## config.mk

```make
export PLATFORM = sky130hd
export DESIGN_NAME = ddr4_cas_scheduler
export DESIGN_NICKNAME = d
export VERILOG_FILES = /design/src/rtl/ddr4_cas_scheduler.sv
export SDC_FILE = /design/constraint.sdc
export NUM_CORES = 1
export LEC_CHECK = 0
export CORE_MARGIN = 1.5
export CORE_UTILIZATION = 30
export CTS_CLUSTER_SIZE = 20
export DETAILED_ROUTE_END_ITERATION = 6
export GPL_TIMING_DRIVEN = 0
export SKIP_CTS_REPAIR_TIMING = 1
export SLEW_MARGIN = 0
export SYNTH_ARGS = -nofsm -noshare
export SYNTH_HDL_FRONTEND = slang
export SYNTH_SLANG_ARGS = --single-unit
export TNS_END_PERCENT = 20
```

## constraint.sdc

```tcl
create_clock -name clk -period 7.3 [get_ports clk]
set_input_delay 1.46 -clock clk [delete_from_list [all_inputs] [get_ports clk]]
set_output_delay 1.46 -clock clk [all_outputs]
set_load 0.01 [all_outputs]
```

## src/rtl/ddr4_cas_scheduler.sv

```systemverilog
// Two-requester RD/WR CAS arbiter with per-bank-group tCCD, tWTR and RD->WR turnaround gating.
// Handshake: a request is consumed on a cycle where reqN_valid & reqN_ready; at most one ready per cycle.
module ddr4_cas_scheduler #(
  parameter int  NUM_BG  = 4,
  parameter int  TCCD_S  = 4,
  parameter int  BL_HALF = 4,
  parameter int  CNT_W   = 6,
  localparam int BG_W    = $clog2(NUM_BG)
) (
  input  logic            clk,
  input  logic            rst,
  input  logic            cfg_en,
  input  logic [4:0]      cfg_cl,
  input  logic [4:0]      cfg_cwl,
  input  logic [3:0]      cfg_tccd_l,
  input  logic [3:0]      cfg_twtr_s,
  input  logic [3:0]      cfg_twtr_l,
  input  logic            req0_valid,
  input  logic            req0_write,
  input  logic [BG_W-1:0] req0_bg,
  input  logic [1:0]      req0_ba,
  input  logic [9:0]      req0_col,
  output logic            req0_ready,
  input  logic            req1_valid,
  input  logic            req1_write,
  input  logic [BG_W-1:0] req1_bg,
  input  logic [1:0]      req1_ba,
  input  logic [9:0]      req1_col,
  output logic            req1_ready,
  output logic            cas_valid,
  output logic            cas_write,
  output logic [BG_W-1:0] cas_bg,
  output logic [1:0]      cas_ba,
  output logic [9:0]      cas_col,
  output logic            busy,
  output logic [1:0]      dbg_state
);

  typedef enum logic [1:0] {ST_OFF, ST_LOAD, ST_ACTIVE} state_e;

  state_e state_q, state_d;
  logic   cfg_en_q;
  logic   rr_q, rr_d;

  logic [CNT_W-1:0] tccd_l_q, wtr_s_q, wtr_l_q, rtw_q;
  logic [CNT_W-1:0] ccd_s_q, ccd_s_d;
  logic [CNT_W-1:0] wtr_any_q, wtr_any_d;
  logic [CNT_W-1:0] rtw_cnt_q, rtw_cnt_d;
  logic [CNT_W-1:0] ccd_bg_q [NUM_BG];
  logic [CNT_W-1:0] ccd_bg_d [NUM_BG];
  logic [CNT_W-1:0] wtr_bg_q [NUM_BG];
  logic [CNT_W-1:0] wtr_bg_d [NUM_BG];

  logic            cas_valid_q, cas_write_q;
  logic [BG_W-1:0] cas_bg_q;
  logic [1:0]      cas_ba_q;
  logic [9:0]      cas_col_q;

  logic [CNT_W-1:0] cwl_ext, rtw_sum, rtw_calc, wtr_s_calc, wtr_l_calc;
  logic             can_issue, elig0, elig1, grant0, grant1, gnt;
  logic             g_write;
  logic [BG_W-1:0]  g_bg;
  logic [1:0]       g_ba;
  logic [9:0]       g_col;
  logic             busy_c;

  function automatic logic [CNT_W-1:0] dec(input logic [CNT_W-1:0] v);
    return (v == '0) ? '0 : v - CNT_W'(1);
  endfunction

  function automatic logic [CNT_W-1:0] cmax(input logic [CNT_W-1:0] a, input logic [CNT_W-1:0] b);
    return (a > b) ? a : b;
  endfunction

  // Turnaround is clamped to 1 when CWL exceeds CL+BL/2+2 (subtraction would wrap).
  assign cwl_ext    = CNT_W'(cfg_cwl);
  assign rtw_sum    = CNT_W'(cfg_cl) + CNT_W'(BL_HALF + 2);
  assign rtw_calc   = (rtw_sum > cwl_ext) ? rtw_sum - cwl_ext : CNT_W'(1);
  assign wtr_s_calc = cwl_ext + CNT_W'(BL_HALF) + CNT_W'(cfg_twtr_s);
  assign wtr_l_calc = cwl_ext + CNT_W'(BL_HALF) + CNT_W'(cfg_twtr_l);

  always_comb begin
    state_d = state_q;
    unique case (state_q)
      ST_OFF:    if (cfg_en && !cfg_en_q) state_d = ST_LOAD;
      ST_LOAD:   state_d = ST_ACTIVE;
      ST_ACTIVE: if (!cfg_en) state_d = ST_OFF;
      default:   state_d = ST_OFF;
    endcase
  end

  assign can_issue = (state_q == ST_ACTIVE) && cfg_en && !rst;

  assign elig0 = req0_valid && (ccd_s_q == '0) && (ccd_bg_q[req0_bg] == '0) &&
                 (req0_write ? (rtw_cnt_q == '0) : ((wtr_any_q == '0) && (wtr_bg_q[req0_bg] == '0)));
  assign elig1 = req1_valid && (ccd_s_q == '0) && (ccd_bg_q[req1_bg] == '0) &&
                 (req1_write ? (rtw_cnt_q == '0) : ((wtr_any_q == '0) && (wtr_bg_q[req1_bg] == '0)));

  assign grant0 = can_issue && elig0 && (!elig1 || !rr_q);
  assign grant1 = can_issue && elig1 && (!elig0 || rr_q);
  assign gnt    = grant0 || grant1;

  assign req0_ready = grant0;
  assign req1_ready = grant1;

  assign g_write = grant1 ? req1_write : req0_write;
  assign g_bg    = grant1 ? req1_bg    : req0_bg;
  assign g_ba    = grant1 ? req1_ba    : req0_ba;
  assign g_col   = grant1 ? req1_col   : req0_col;

  assign rr_d = grant0 ? 1'b1 : (grant1 ? 1'b0 : rr_q);

  // A new load never shortens a window that is still running.
  always_comb begin
    ccd_s_d   = dec(ccd_s_q);
    wtr_any_d = dec(wtr_any_q);
    rtw_cnt_d = dec(rtw_cnt_q);
    for (int g = 0; g < NUM_BG; g++) begin
      ccd_bg_d[g] = dec(ccd_bg_q[g]);
      wtr_bg_d[g] = dec(wtr_bg_q[g]);
    end
    if (gnt) begin
      ccd_s_d        = cmax(ccd_s_d, CNT_W'(TCCD_S - 1));
      ccd_bg_d[g_bg] = cmax(ccd_bg_d[g_bg], tccd_l_q - CNT_W'(1));
      if (g_write) begin
        wtr_bg_d[g_bg] = cmax(wtr_bg_d[g_bg], wtr_l_q - CNT_W'(1));
        wtr_any_d      = cmax(wtr_any_d, wtr_s_q - CNT_W'(1));
      end else begin
        rtw_cnt_d = cmax(rtw_cnt_d, rtw_q - CNT_W'(1));
      end
    end
  end

  always_comb begin
    busy_c = (ccd_s_q != '0) || (wtr_any_q != '0) || (rtw_cnt_q != '0);
    for (int g = 0; g < NUM_BG; g++) begin
      busy_c = busy_c || (ccd_bg_q[g] != '0) || (wtr_bg_q[g] != '0);
    end
  end

  always_ff @(posedge clk) begin
    if (rst) begin
      state_q     <= ST_OFF;
      cfg_en_q    <= 1'b0;
      rr_q        <= 1'b0;
      tccd_l_q    <= '0;
      wtr_s_q     <= '0;
      wtr_l_q     <= '0;
      rtw_q       <= '0;
      ccd_s_q     <= '0;
      wtr_any_q   <= '0;
      rtw_cnt_q   <= '0;
      ccd_bg_q    <= '{default: '0};
      wtr_bg_q    <= '{default: '0};
      cas_valid_q <= 1'b0;
      cas_write_q <= 1'b0;
      cas_bg_q    <= '0;
      cas_ba_q    <= '0;
      cas_col_q   <= '0;
    end else begin
      state_q     <= state_d;
      cfg_en_q    <= cfg_en;
      rr_q        <= rr_d;
      ccd_s_q     <= ccd_s_d;
      wtr_any_q   <= wtr_any_d;
      rtw_cnt_q   <= rtw_cnt_d;
      ccd_bg_q    <= ccd_bg_d;
      wtr_bg_q    <= wtr_bg_d;
      cas_valid_q <= gnt;
      if (state_q == ST_LOAD) begin
        tccd_l_q <= CNT_W'(cfg_tccd_l);
        wtr_s_q  <= wtr_s_calc;
        wtr_l_q  <= wtr_l_calc;
        rtw_q    <= rtw_calc;
      end
      if (gnt) begin
        cas_write_q <= g_write;
        cas_bg_q    <= g_bg;
        cas_ba_q    <= g_ba;
        cas_col_q   <= g_col;
      end
    end
  end

  assign cas_valid = cas_valid_q;
  assign cas_write = cas_write_q;
  assign cas_bg    = cas_bg_q;
  assign cas_ba    = cas_ba_q;
  assign cas_col   = cas_col_q;
  assign busy      = busy_c;
  assign dbg_state = state_q;

endmodule

```

# Word level (Yosys, flattened, before mapping)
# Index checks and enable logic that the tools add are counted.
dict set report op_classes {
  n_addsub 20
  n_lt_le_gt_ge 10
  eq_ne 4
  muxes 58
  bitwise 3
  n_reduce_logical 63
}
# op n
set ops {}
lappend ops {{$mux 6} 35}
lappend ops {{$logic_not 6->1} 15}
lappend ops {{$sub 6x1->6 const B} 14}
lappend ops {{$bmux 6 s2} 6}
lappend ops {{$mux 24} 3}
lappend ops {{$reduce_bool 6->1} 11}
lappend ops {{$bwmux 24} 2}
lappend ops {{$gt 6x6->1} 4}
lappend ops {{$logic_and 1x1->1} 16}
lappend ops {{$logic_or 1x1->1} 13}
lappend ops {{$add 5x3->6 const B} 2}
lappend ops {{$add 6x4->6} 2}
lappend ops {{$demux 6 s2} 1}
lappend ops {{$mux 10} 1}
lappend ops {{$ge 3x3->1 const B} 3}
lappend ops {{$not 2->3} 3}
lappend ops {{$mux 2} 4}
lappend ops {{$gt 6x2->1 const B} 1}
lappend ops {{$gt 6x5->1} 1}
lappend ops {{$pmux 2 s3} 1}
lappend ops {{$sub 6x5->6} 1}
lappend ops {{$logic_not 1->1} 5}
lappend ops {{$mux 1} 5}
lappend ops {{$sub 4x1->5 const B} 1}
lappend ops {{7 further kinds} 8}
dict set report word_totals {
  ff_bits 108
  input_bits 57
  out_inout_bits 21
  elab_cells 181
}

# Longest topological paths before layout
dict set report logic_depth {
  ltp_word 21
  depth_mapped 20
  depth_no_buf 19
}

# Worst setup path before layout
# OpenSTA, ideal clock, no wires.
dict set report synth_path {
  kind {input -> register}
  from {input port req1_bg[1]}
  to {register ccd_bg_q[11] (netlist bit)}
  arrival_time_ns 4.959
  setup_slack_ns 2.272
  stages 17
  n_path_buf 2
  cell_sequence {clkbuf_1 mux4_2 o311ai_4 or3_1 buf_6 a21oi_1 nor4_2 inv_1 ha_1 nor2b_1 o21a_1 o21a_1 o21a_1 o31a_1 nor3_1 mux2i_1 o21ai_1}
}
dict set report synth_via {
  elab_chain_cells 19
}
# element line
set synth_rtl {}
lappend synth_rtl {{start, declared} 26} ;# input logic [BG_W-1:0] req1_bg,
lappend synth_rtl {{$not 2->3 (implied by the code)} {96, 97}}
lappend synth_rtl {{$bmux 6 s2} 97} ;# (req1_write ? (rtw_cnt_q == '0) : ((wtr_any_q == '0) && (wtr_bg_q[req1_bg] == '0)));
lappend synth_rtl {{$mux 6 (implied by the code) (2 in series)} 97}
lappend synth_rtl {{$logic_not 6->1} 97}
lappend synth_rtl {{$logic_and 1x1->1} 97}
lappend synth_rtl {{$mux 1} 97}
lappend synth_rtl {{$logic_and 1x1->1} 96} ;# assign elig1 = req1_valid && (ccd_s_q == '0) && (ccd_bg_q[req1_bg] == '0) &&
lappend synth_rtl {{$logic_and 1x1->1 (2 in series)} 100} ;# assign grant1 = can_issue && elig1 && (!elig0 || rr_q);
lappend synth_rtl {{$mux 2} 107} ;# assign g_bg = grant1 ? req1_bg : req0_bg;
lappend synth_rtl {{$not 2->3 (implied by the code)} 124} ;# ccd_bg_d[g_bg] = cmax(ccd_bg_d[g_bg], tccd_l_q - CNT_W'(1));
lappend synth_rtl {{$bmux 6 s2} 124}
lappend synth_rtl {{$mux 6 (implied by the code) (2 in series)} 124}
lappend synth_rtl {{$gt 6x6->1} 72} ;# return (a > b) ? a : b;
lappend synth_rtl {{$mux 6} 72}
lappend synth_rtl {{$bwmux 24} 124}
lappend synth_rtl {{$mux 24 (*)} 122} ;# if (gnt) begin
lappend synth_rtl {{end signal, assigned} 167} ;# ccd_bg_q <= ccd_bg_d;
lappend synth_rtl {{end, declared} 49} ;# logic [CNT_W-1:0] ccd_bg_q [NUM_BG];
# Every way passes the cells marked *; elsewhere a longest branch is shown, timed or not. The select of a mux whose other input is x is not followed.
# A chain may end at the register's enable or synchronous reset.

# Final worst setup path
dict set report layout_path {
  from {input port req0_bg[0]}
  to {register ccd_bg_q[2] (netlist bit)}
}
dict set report layout_via {
  elab_chain_cells 20
}
# element line
set layout_rtl {}
lappend layout_rtl {{start, declared} 20} ;# input logic [BG_W-1:0] req0_bg,
lappend layout_rtl {{$not 2->3 (implied by the code)} {94, 95}}
lappend layout_rtl {{$bmux 6 s2} 95} ;# (req0_write ? (rtw_cnt_q == '0) : ((wtr_any_q == '0) && (wtr_bg_q[req0_bg] == '0)));
lappend layout_rtl {{$mux 6 (implied by the code) (2 in series)} 95}
lappend layout_rtl {{$logic_not 6->1} 95}
lappend layout_rtl {{$logic_and 1x1->1} 95}
lappend layout_rtl {{$mux 1} 95}
lappend layout_rtl {{$logic_and 1x1->1} 94} ;# assign elig0 = req0_valid && (ccd_s_q == '0) && (ccd_bg_q[req0_bg] == '0) &&
lappend layout_rtl {{$logic_not 1->1} 100}
lappend layout_rtl {{[2 not listed]} n/a}
lappend layout_rtl {{$mux 2} 107}
lappend layout_rtl {{$not 2->3 (implied by the code)} 124}
lappend layout_rtl {{$bmux 6 s2} 124}
lappend layout_rtl {{$mux 6 (implied by the code) (2 in series)} 124}
lappend layout_rtl {{$gt 6x6->1} 72}
lappend layout_rtl {{$mux 6} 72}
lappend layout_rtl {{$bwmux 24} 124}
lappend layout_rtl {{$mux 24 (*)} 122}
# Marked as above.

==> results.py <==
metrics = {
    "floorplanning": {
        "io-pin-count": 78,
        "start_util_pct": 30.6,
        "core_um2": 27000,
        "die_h_um": 169,
        "dieWidth_um": 169,
        "rows": 60,
        "dieArea_um2": 28600,
    },
    "yosys": {
        "yosysMostFrequentCell": "nand2_1",
        "ys_seq_area_share_pct": 26.1,
        "synth_fp_nets": 1158,
        "async_flop_share_pct": 0,
        "synth.largest_area_cell": "dfxtp_1",
        "syn_area_um2": 8270,
        "syn_inst": 1033,
        "ys_types": 77,
        "synth_area_per_cell_um2": 8.01,
        "synth_commonest_cells": "128 x nand2_1, 108 x dfxtp_1, 96 x nor2_1",
        "synth_area_leaders": "dfxtp_1 26%, ha_1 9.8%, nand2_1 5.8%",
        "synth_ff_type": "dfxtp_1",
        "yosysWarningCount": 0,
        "ys_ff_latch": 108,
        "synth_top_area_share_pct": 26.1,
        "synth_edf_count": 0,
    },
    "placed_design": {
        "numPortBuffers": 75,
        "dp_hpwl_um": 20200,
        "pre_cts_slack_ns": 0.379,
        "placed_area_um2": 9450,
        "numPlacedInstances": 1449,
        "routabilityCongestion": 0.951,
    },
    "setup_path": {
        "startpoint": "req0_bg[0]",
        "r2r_start": "ccd_bg_q[10]",
        "required_ns": 7.57,
        "critPathKind": "in -> reg",
        "worst_setup_path_start_kind": "input pin",
        "end_kind": "flip-flop",
        "critical_path.max_fanout": 9,
        "cp.arrival_ns": 6.93,
    },
    "sta": {
        "slew_headroom_pct": 41.7,
        "tns_ns": 0,
        "period_share_pct": 91.2,
        "fmax_ghz": 0.150,
        "fin_ws_ns": 0.641,
        "hold_violations": 0,
        "period_minus_slack_ns": 6.66,
        "setup_violations": 0,
        "slew_violations": 0,
        "rsz0062_at_grt": "no",
        "tightest_slew_ns": 0.868,
        "skew_ns": 0.00885,
    },
    "grt": {
        "overflow": 0,
        "grt_max_degree": 18,
        "antenna_found_initial": 0,
        "grt_pass1_wl_um": 39900,
        "grt_usage_pct": 17.8,
        "grt_pass1_vias": 7498,
    },
    "final_layout": {
        "stdcell_area_um2": 9770,
        "layout-drive-gt1-share_pct": 7.92,
        "nets": 1244,
        "area_growth_pct": 18.1,
        "layout.cells.non_filler": 1465,
        "multi_input_area_um2": 5650,
        "fillers": 2778,
        "regArea_um2": 2160,
        "utilization_pct": 36.1,
        "diodes": 0,
    },
    "pwr": {
        "p_int_mw": 1.96,
        "p_comb_share_pct": 61.0,
        "clockPowerShare_pct": 14.6,
        "p_sw_share_pct": 46.8,
        "p_per_area_nw_per_um2": 378,
        "pwr-share-seq_pct": 24.5,
        "p_sw_mw": 1.73,
        "static-leakage-power_nw": 3.86,
        "vdd_drop_max_mv": 0.147,
    },
    "drt": {
        "ant_nets": 0,
        "drt_iter0_drc": 598,
        "drc_errors": 0,
        "viasPerCell": 5.34,
        "routed_wl_um": 25100,
        "detailedRoute.firstPassIterationCount": 5,
        "wire_per_inst_um": 17.1,
        "vias": 7825,
    },
    "clocking": {
        "cts_buffers": 9,
        "cts_root_buffer": "clkbuf_16",
        "clk_latency_ns": 0.36,
        "htreeDepth": 3,
        "cts_tree": "yes",
        "clock_sinks": 108,
        "path_clk_slew_ns": 0.07,
        "clk_path_buf_depth": 2,
    },
    "hold_path": {
        "min_path_type": "reg -> reg",
        "hold_path_startpoint": "cfg_en_q",
    },
    "job": {
        "maxCapViolCount": 0,
    },
    "outcome": {
        "status": "completed",
    },
}
## power by group through the flow
| stage | logic (mW) | registers (mW) | clock network (mW) |
|---|---|---|---|
| 2_1_floorplan | 1.66 | 0.876 | 0 |
| 3_3_place_gp | 2.18 | 0.909 | 0 |
| 3_5_place_dp | 2.22 | 0.911 | 0 |
| 4_1_cts | 2.23 | 0.899 | 0.546 |
| 5_1_grt | 2.50 | 0.924 | 0.571 |
| 6_report | 2.25 | 0.902 | 0.538 |
## cells by family after synthesis
| logic type | after synthesis | share of synthesized area, % |
|---|---|---|
| and+or+nand+nor | 434 | 27.2 |
| buffers and inverters | 109 | 5.64 |
| AOI/OAI and AO/OA | 237 | 21.0 |
| DFF | 108 | 26.1 |
| muxes | 27 | 4.10 |
| xor gates and xnor gates | 50 | 5.29 |
| adders and majority gates | 68 | 10.6 |
## layer usage
layer  global-route usage [%]  routed length, um  share of wire [%]
met1                     23.9              11700                 47
met2                     29.0              11400                 45
met3                     2.85               1460                5.8
met4                     6.19                543                2.2
met5                        0                  0                  0
## final timing paths
| path | end | cells after the start | slack (ns) |
|---|---|---|---|
| max | ccd_bg_q[2] | 18 | 0.64 |
| min | dbg_state[0] | 1 | 0.39 |
| max reg2reg | ccd_bg_q[2] | 18 | 1.45 |
| min reg2reg | dbg_state[0] | 1 | 0.39 |
## sequential cells by signal, indices dropped and copies added, names as in the netlist
name / count
ccd_bg_q: 24
wtr_bg_q: 24
cas_col: 10
ccd_s_q: 6
rtw_cnt_q: 6
rtw_q: 6
wtr_any_q: 6
wtr_l_q: 6
wtr_s_q: 6
tccd_l_q: 4
cas_ba: 2
cas_bg: 2
dbg_state: 2
cas_valid: 1
cas_write: 1
cfg_en_q: 1
rr_q: 1
## worst max-delay path: stages
cell and delay [ns]:
clkdlybuf4s50_1 0.66, nor2b_1 0.27, o31ai_1 0.14, a22oi_1 0.60, nor4_4 0.15, o21ai_2 0.43
a21oi_1 0.15, nor4_2 0.72, inv_1 0.11, ha_1 0.33, nor2b_1 0.14, o21a_1 0.17
o21a_1 0.16, o21a_1 0.18, o31a_1 0.31, nor3_1 0.69, nand2_1 0.12, o211ai_1 0.16
## cell type report
| type | count | area share [%] |
|---|---|---|
| Clock inverter | 6 | 0.897 |
| Timing Repair Buffer | 75 | 7.69 |
| Sequential cell | 108 | 22.1 |
| Multi-Input combinational cell | 816 | 57.8 |
| Clock buffer | 10 | 2.34 |
| Tap cell | 341 | 4.37 |
| Buffer | 43 | 2.24 |
| Inverter | 66 | 2.54 |
## layout by cell type, fill, tap and decap left out, drive strengths merged, types with 15 or more instances in the layout
| cell type | Yosys | routed |
|---|---|---|
| nand3 | 18 | 18 |
| o21ai | 24 | 24 |
| xnor2 | 28 | 28 |
| clkdlybuf4s50 | 0 | 75 |
| dfxtp | 108 | 108 |
| o211ai | 40 | 40 |
| xor2 | 22 | 22 |
| nor3 | 48 | 48 |
| or3 | 47 | 47 |
| clkbuf | 20 | 30 |
| a21o | 16 | 16 |
| mux2i | 17 | 17 |
| nor4 | 19 | 19 |
| ha | 65 | 65 |
| buf | 23 | 23 |
| inv | 66 | 67 |
| nand2 | 128 | 128 |
| a21oi | 66 | 66 |
| nor2 | 96 | 96 |
| nand2b | 15 | 15 |
## stage by stage
stage	power [mW]	hold WS, ns
4_1_cts	3.68	0.396
6_report	3.69	0.390
3_5_place_dp	3.13	0.386
3_3_place_gp	3.09	0.377
2_1_floorplan	2.53	0.372
5_1_grt	3.99	0.414
(Power assumes the default switching activity.)
